### config.mk
export PLATFORM = sky130hd
export DESIGN_NAME = divmod_seq
export DESIGN_NICKNAME = d
export VERILOG_FILES = /design/src/rtl/divmod_seq.sv
export SDC_FILE = /design/constraint.sdc
export NUM_CORES = 1
export LEC_CHECK = 0
export BUFFER_PORTS_ARGS = -buffer_cell sky130_fd_sc_hd__buf_2
export CAP_MARGIN = 40
export CORE_MARGIN = 2
export CORE_UTILIZATION = 41
export CTS_CLUSTER_DIAMETER = 150
export DETAILED_ROUTE_END_ITERATION = 10
export PLACE_DENSITY = 0.69
export SLEW_MARGIN = 20
export SYNTH_ARGS = -nofsm -noshare
export SYNTH_HDL_FRONTEND = slang
export SYNTH_SLANG_ARGS = --single-unit
### constraint.sdc
create_clock -name CLK -period 4.7 [get_ports CLK]
set_input_delay 0.47 -clock CLK [delete_from_list [all_inputs] [get_ports CLK]]
set_output_delay 0.47 -clock CLK [all_outputs]
set_load 0.005 [all_outputs]
### src/rtl/divmod_seq.sv
// ----------------------------------------------------------------------------
// divmod_seq -- sequential restoring divider producing quotient and remainder
//
// One quotient bit is resolved per clock, so an operation takes WIDTH cycles
// from the edge that samples start to the edge that raises done. A zero
// divisor short-circuits straight to the result state.
//
// Parameters
//   WIDTH     operand / result width in bits (4..64)
//   SIGNED    0 = unsigned operands, 1 = two's-complement operands
//
// Ports
//   CLK       clock, all state changes on the rising edge
//   RST_N     asynchronous active-low reset
//   start     request pulse, sampled with a and b
//   a         dividend
//   b         divisor
//   busy      high while the divider is iterating
//   done      single-cycle pulse marking fresh results
//   quotient  registered quotient, held until the next done pulse
//   remainder registered remainder, held until the next done pulse
//   dbz       divide-by-zero flag, meaningful whenever done is high
// ----------------------------------------------------------------------------
module divmod_seq #(
    parameter int WIDTH  = 32,
    parameter int SIGNED = 0
) (
    input  logic             CLK,
    input  logic             RST_N,
    input  logic             start,
    input  logic [WIDTH-1:0] a,
    input  logic [WIDTH-1:0] b,
    output logic             busy,
    output logic             done,
    output logic [WIDTH-1:0] quotient,
    output logic [WIDTH-1:0] remainder,
    output logic             dbz
);

    localparam int CW = $clog2(WIDTH + 1);

    typedef enum logic [1:0] {
        IDLE = 2'd0,
        BUSY = 2'd1,
        DONE = 2'd2
    } state_t;

    state_t state;
    state_t state_next;

    // Iteration state: dvd starts as the dividend magnitude and fills up with
    // quotient bits from the right as dividend bits leave on the left.
    logic [CW-1:0]    count;
    logic [WIDTH-1:0] dvd;
    logic [WIDTH-1:0] dsr;
    logic [WIDTH-1:0] prem;
    logic             neg_q;
    logic             neg_r;

    // Operand conditioning at the start edge
    logic             a_neg;
    logic             b_neg;
    logic [WIDTH-1:0] a_mag;
    logic [WIDTH-1:0] b_mag;
    logic             b_zero;
    logic             start_accept;

    // One restoring step
    logic [WIDTH:0]   shifted;
    logic [WIDTH:0]   diff;
    logic             qbit;
    logic [WIDTH-1:0] prem_next;
    logic [WIDTH-1:0] dvd_next;
    logic [WIDTH-1:0] q_final;
    logic [WIDTH-1:0] r_final;
    logic             last_step;

    assign a_neg  = (SIGNED != 0) && a[WIDTH-1];
    assign b_neg  = (SIGNED != 0) && b[WIDTH-1];
    // Negating the most-negative value wraps back to itself, which read as an
    // unsigned magnitude is exactly 2^(WIDTH-1), so no special case is needed.
    assign a_mag  = a_neg ? -a : a;
    assign b_mag  = b_neg ? -b : b;
    assign b_zero = (b == '0);

    // A start seen while iterating is dropped; from IDLE or DONE it launches.
    assign start_accept = start && (state != BUSY);

    // The shifted partial remainder needs WIDTH+1 bits. If its top bit is set
    // it already exceeds any WIDTH-bit divisor, so the trial subtraction
    // cannot borrow; otherwise the sign bit of the WIDTH+1-bit difference is
    // the borrow. After a successful subtraction the result is below the
    // divisor and fits back into WIDTH bits.
    assign shifted   = {prem, dvd[WIDTH-1]};
    assign diff      = shifted - {1'b0, dsr};
    assign qbit      = shifted[WIDTH] | ~diff[WIDTH];
    assign prem_next = qbit ? diff[WIDTH-1:0] : shifted[WIDTH-1:0];
    assign dvd_next  = {dvd[WIDTH-2:0], qbit};

    // Truncating division: quotient sign from both operands, remainder
    // follows the dividend.
    assign q_final   = neg_q ? -dvd_next : dvd_next;
    assign r_final   = neg_r ? -prem_next : prem_next;

    assign last_step = (count == CW'(1));

    assign busy = (state == BUSY);
    assign done = (state == DONE);

    // State register
    always_ff @(posedge CLK or negedge RST_N) begin
        if (!RST_N) begin
            state <= IDLE;
        end else begin
            state <= state_next;
        end
    end

    // Next-state logic. DONE lasts one cycle unless a new start chains
    // straight into the next operation.
    always_comb begin
        state_next = state;
        case (state)
            IDLE: begin
                if (start) begin
                    state_next = b_zero ? DONE : BUSY;
                end
            end
            BUSY: begin
                if (last_step) begin
                    state_next = DONE;
                end
            end
            DONE: begin
                if (start) begin
                    state_next = b_zero ? DONE : BUSY;
                end else begin
                    state_next = IDLE;
                end
            end
            default: begin
                state_next = IDLE;
            end
        endcase
    end

    // Datapath and result registers. Results are only written on the edge
    // that enters DONE, so they hold between done pulses.
    always_ff @(posedge CLK or negedge RST_N) begin
        if (!RST_N) begin
            count     <= '0;
            dvd       <= '0;
            dsr       <= '0;
            prem      <= '0;
            neg_q     <= 1'b0;
            neg_r     <= 1'b0;
            quotient  <= '0;
            remainder <= '0;
            dbz       <= 1'b0;
        end else if (start_accept) begin
            count <= CW'(WIDTH);
            dvd   <= a_mag;
            dsr   <= b_mag;
            prem  <= '0;
            neg_q <= a_neg ^ b_neg;
            neg_r <= a_neg;
            if (b_zero) begin
                quotient  <= '1;
                remainder <= a;
                dbz       <= 1'b1;
            end
        end else if (state == BUSY) begin
            count <= count - CW'(1);
            dvd   <= dvd_next;
            prem  <= prem_next;
            if (last_step) begin
                quotient  <= q_final;
                remainder <= r_final;
                dbz       <= 1'b0;
            end
        end
    end

endmodule
Word-level counts from Yosys, hierarchy flattened --
Index checks and enable logic that the tools add are counted.
Operators by class: bitwise gates (word level) 2, equality and inequality tests 7, reductions and logical operators 7, $add $sub $neg 2, mux-type cells 24
Operator list (number):
- 32-bit two-way mux | 13
- 33-bit by 32-bit subtractor with 33-bit output | 1
- 32-bit logical NOT | 1
- 6-bit two-way mux | 2
- 2-bit two-way mux | 4
- 6-bit by 1-bit == test with 1-bit output (second input constant) | 1
- 2-bit case mux with 3 select lines | 1
- 6-bit by 1-bit subtractor with 6-bit output (second input constant) | 1
- 1-bit two-way mux | 4
- 2-bit by 1-bit inequality test with 1-bit output (second input constant) | 2
- 2-bit inequality test (second input constant) | 2
- 2-bit nonzero test | 2
- 3-bit AND reduction | 1
- 2-bit by 1-bit == test with 1-bit output (second input constant) | 1
- 2-bit == test (second input constant) | 1
- 2-bit logical NOT | 1
- 2-bit AND reduction | 1
- 1-bit logical AND | 1
- 1-bit inverter | 1
- 1-bit OR | 1
Storage, ports and cells: logic and storage cells 50, output and inout port bits 67, register bits after elaboration 169

Logic depth before layout (Yosys ltp) --
depth after elaboration 7, mapped depth 15, mapped depth without buffers 13

Worst setup path after synthesis --
Ideal clock, no wire load.
path kind flip-flop to flip-flop, from reg dvd[31], to reg remainder[23], period minus slack after synthesis 3.032 ns, arrival 2.914 ns, path slack 1.668 ns, library setup time 0.118 ns, required time 4.582 ns, stages on the path, launching flop included 15, cell sequence dfrtp_1 -> inv_1 -> ha_1 -> fa_1 -> and2b_1 -> o2111ai_2 -> nand3_2 -> a31oi_4 -> o21ai_1 -> nand2_1 -> o41ai_4 -> buf_6 -> mux2i_1 -> a21oi_1 -> a21o_1
Between the ends: word-level cells in the longest chain between the ends 7
Ends and longest elaborated chain:
- from (decl) | RTL line 54 | logic [WIDTH-1:0] dvd;
- from (signal assigned) | RTL line 162 | dvd <= a_mag;
- from (signal assigned) | RTL line 174 | dvd <= dvd_next;
- 33-bit by 32-bit subtractor with 33-bit output (*) | RTL line 95 | assign diff = shifted - {1'b0, dsr};
- 1-bit inverter | RTL line 96 | assign qbit = shifted[WIDTH] | ~diff[WIDTH];
- 1-bit OR | RTL line 96
- 32-bit two-way mux (*) | RTL line 97 | assign prem_next = qbit ? diff[WIDTH-1:0] : shifted[WIDTH-1:0];
- 32-bit two-way mux (*) | RTL line 176 | if (last_step) begin
- 32-bit two-way mux (*) | RTL line 172 | end else if (state == BUSY) begin
- 32-bit two-way mux (*) | RTL line 160 | end else if (start_accept) begin
- to (signal assigned) | RTL line 178 | remainder <= r_final;
- to (decl) | RTL line 36 | output logic [WIDTH-1:0] remainder,
Every way passes the cells marked *; elsewhere a longest branch is shown, timed or not. The select of a mux whose other input is x is not followed. A chain may end at the register's enable or synchronous reset.

Worst setup path in the final report --
from reg dvd[31], to reg remainder[1]
The elaborated chain is that of the path after synthesis.

==> run_results.csv <==
group,metric,value,unit
clock_network,cts_max_level,4,
floorplan,io_pins,134,
timing,finalWorstSetupSlack,1.12,ns
placement,portBuffers,133,
logic_synthesis,synth_cell_types,61,
pwr,ir_worst_vdd,306,uV
critical_path,cp_max_fo,29,
critical_path,r2r_start,"dvd[31]",
critical_path,r2r_slack,1.12,ns
critical_path,start_kind,"register",
critical_path,path_class,"register to register",
routing,drtIter0Drc,706,
floorplan,die_height,153,um
placement,post-place-ws,1.15,ns
global_route,antenna_found_initial,0,
routing,detail_route.wl_per_cell,17.2,um
pwr,leakage,4.99,nW
global_route,grt_pass1_wl,38.9,mm
clock_network,clk_latency,0.43,ns
critical_path,cp_slowest_cell,"buf_4",
clock_network,cts.clk_slew.worst_paths,0.06,ns
clock_network,cts_root_buffer,"clkbuf_16",
critical_path,cp-end-kind,"register",
critical_path,timing.critical_path.cells,"inv_1 -> ha_1 -> fa_1 -> and2b_1 -> o2111ai_2 -> nand3_2 -> a31oi_4 -> o21ai_1 -> nand2_1 -> o41ai_4 -> buf_4 -> mux2_2 -> o21ai_0 -> o21a_1",
routing,wl,24.1,mm
placement,dp_hpwl,17.4,mm
job,maxCapViolations,0,
floorplan,rows,54,
layout,final_common_cell,"dfrtp_1",
timing,tightest_slew,0.609,ns
logic_synthesis,ys_seq_elements,169,
critical_path,cpPeakStageDelay,0.46,ns
routing,vias,7571,
pwr,powerDensity,863,nW/um^2
routing,drtAntennaViolNets,0,
layout,num_antenna_cells,0,
global_route,grt_max_degree,69,
logic_synthesis,yosys.area.top_type,"dfrtp_1",
critical_path,crit_required,5.07,ns
layout,drive_gt1_share,17.1,%
floorplan,start_util,41.6,%
logic_synthesis,netlist_instances,999,
logic_synthesis,synth_top_area_share,46.7,%
critical_path,r2r-end,"remainder[1]",
layout,layout_common_cells,"dfrtp_1, o21ai_0, nand2_1",
timing,fin_skew,0.00977,ns
timing,setup_viol,0,
logic_synthesis,synth_edf_count,0,
worst_hold_path,worst_hold_path.num_cells,3,
routing,remaining_drc_errors,0,
layout,area_delta_synth_final,16.4,%
routing,via_per_inst,5.42,
floorplan,die_w,153,um
floorplan,core_area,21800,sq um
logic_synthesis,ys_seq_area_share,46.7,%
logic_synthesis,synth_fp_nets,1101,
placement,gp_congestion,0.836,
clock_network,cts_buffer_depth,2,
timing,drv_slew,0,
timing,setup-tns-final,0,ns
clock_network,cts_sinks,169,
timing,layout_min_cycle_time,3.58,ns
logic_synthesis,avgSynthCellArea,9.06,sq um
logic_synthesis,synthArstFlopShare,100,%
routing,detail_route.first_pass.iterations,5,
critical_path,r2r_cells,14,
logic_synthesis,synthTopCellsByArea,"dfrtp_1, o21ai_0, nand2_1",
critical_path,cp.arrival,3.95,ns
outcome,status,"completed",
worst_hold_path,min-delay-start,"b[5]",
logic_synthesis,synthFlopType,"dfrtp_1",
logic_synthesis,yosysWarnings,0,
clock_network,numCtsBuffers,17,
timing,fin_crit_sh,76.3,%
global_route,grt_use_total,20.6,%
global_route,grt_pass1_vias,7305,
timing,max-slew-margin-rel,58.8,%
timing,hold_viol_final,0,
layout,nets,1209,
floorplan,dieArea,23300,sq um
clock_network,cts_tree,"built",
timing,clock.fmax,279,MHz
logic_synthesis,netlist_area,9050,sq um
timing,rsz0062_at_grt,"false",
worst_hold_path,hold_end,"dsr[5]",
global_route,gr-total-overflow,0,
worst_hold_path,hp-class,"input pin to register",
sequential cells by signal, summed over array words and instances (netlist names):
name       count
prem          32
remainder     32
dbz            1
count          6
dsr           32
state          2
quotient      32
dvd           32
through the flow:
| stage | hold slack, ns | cell area [sq um] | power (mW) | utilization (%) | instances |
|---|---|---|---|---|---|
| after floorplan | 0.174 | 9050 | 6.35 | - | 999 |
| after global placement | 0.457 | 9920 | 7.60 | 45.6 | 1365 |
| after detailed placement | 0.462 | 9970 | 7.67 | 45.8 | 1367 |
| after CTS | 0.252 | 10500 | 9.07 | 48.4 | 1398 |
| after global routing | 0.272 | 10500 | 9.83 | 48.4 | 1398 |
| final | 0.267 | 10500 | 9.08 | 48.4 | 1398 |
kinds of logic (layout without fill, tap and decap cells):
family / count (synthesis) / after routing / share of synthesized area (%)
compound gates: 313 / 313 / 20.0
fa+ha+maj: 35 / 35 / 4.92
flops: 169 / 169 / 46.7
xor+xnor: 30 / 30 / 2.90
mux: 59 / 59 / 6.54
simple gates: 287 / 287 / 14.0
buf+inv: 106 / 225 / 4.84
critical path, delay by kind of cell (launching register included):
| family | cells | cell delay [ns] |
|---|---|---|
| multiplexers | 1 | 0.40 |
| buffers and inverters | 2 | 0.52 |
| adder cells (fa/ha/maj) | 2 | 0.62 |
| AO/OA/AOI/OAI | 6 | 1.08 |
| AND/OR/NAND/NOR | 3 | 0.51 |
| flip-flops | 1 | 0.38 |
repair_timing:
action / CTS / global route
hold endpoints to repair: 2 / 0
resized for setup: 0 / 0
buffers inserted: 0 / 0
hold buffers: 1 / 0
report_power, final:
| group | switching (mW) | internal (mW) | total [mW] |
|---|---|---|---|
| clock | 0.589 | 0.756 | 1.34 |
| combinational | 2.96 | 2.09 | 5.05 |
| sequential | 0.480 | 2.21 | 2.69 |
| total | 4.03 | 5.05 | 9.08 |
how the worst max path moves through the flow:
stage / from / endpoint / slack [ns]
floorplan: dvd[31] / remainder[23] / 1.67
global placement: dvd[31] / remainder[1] / 1.18
detailed placement: dvd[31] / remainder[1] / 1.15
CTS: dvd[31] / remainder[1] / 1.13
global route: dvd[31] / remainder[1] / 0.93
finish: dvd[31] / remainder[1] / 1.12
layer usage:
metal  track usage [%]  wire, um
met1              31.2     12200
met5                 0         0
met3              4.24      1330
met4              4.76       248
met2              30.3     10300
cell type report:
cell class              count  area, sq um
fillers                  2107        11200
multi-input cells         724         4400
flip-flops and latches    169         4230
repair buffers            150          830
clock buffers              21          460
well taps                 280          350
inverters                  45          169
clock inverters             9         92.6
Yosys cell counts, drive strengths merged (2+ instances only):
master   number
a2111oi       2
a211oi        3
a21o         31
a21oi        59
a221oi        2
a31oi         6
and2          4
buf           5
clkbuf       56
dfrtp       169
ha           34
inv          44
mux2i        58
nand2       165
nand2b        6
nand3        43
nand4         7
nor2         26
nor2b         6
nor3          8
nor4          9
o2111ai       2
o21a          7
o21ai       178
o21bai        4
o22ai         6
o31ai         3
o41ai         3
or2           3
or3           4
xnor2        19
xor2         11
Power figures use the tool's default switching activity.
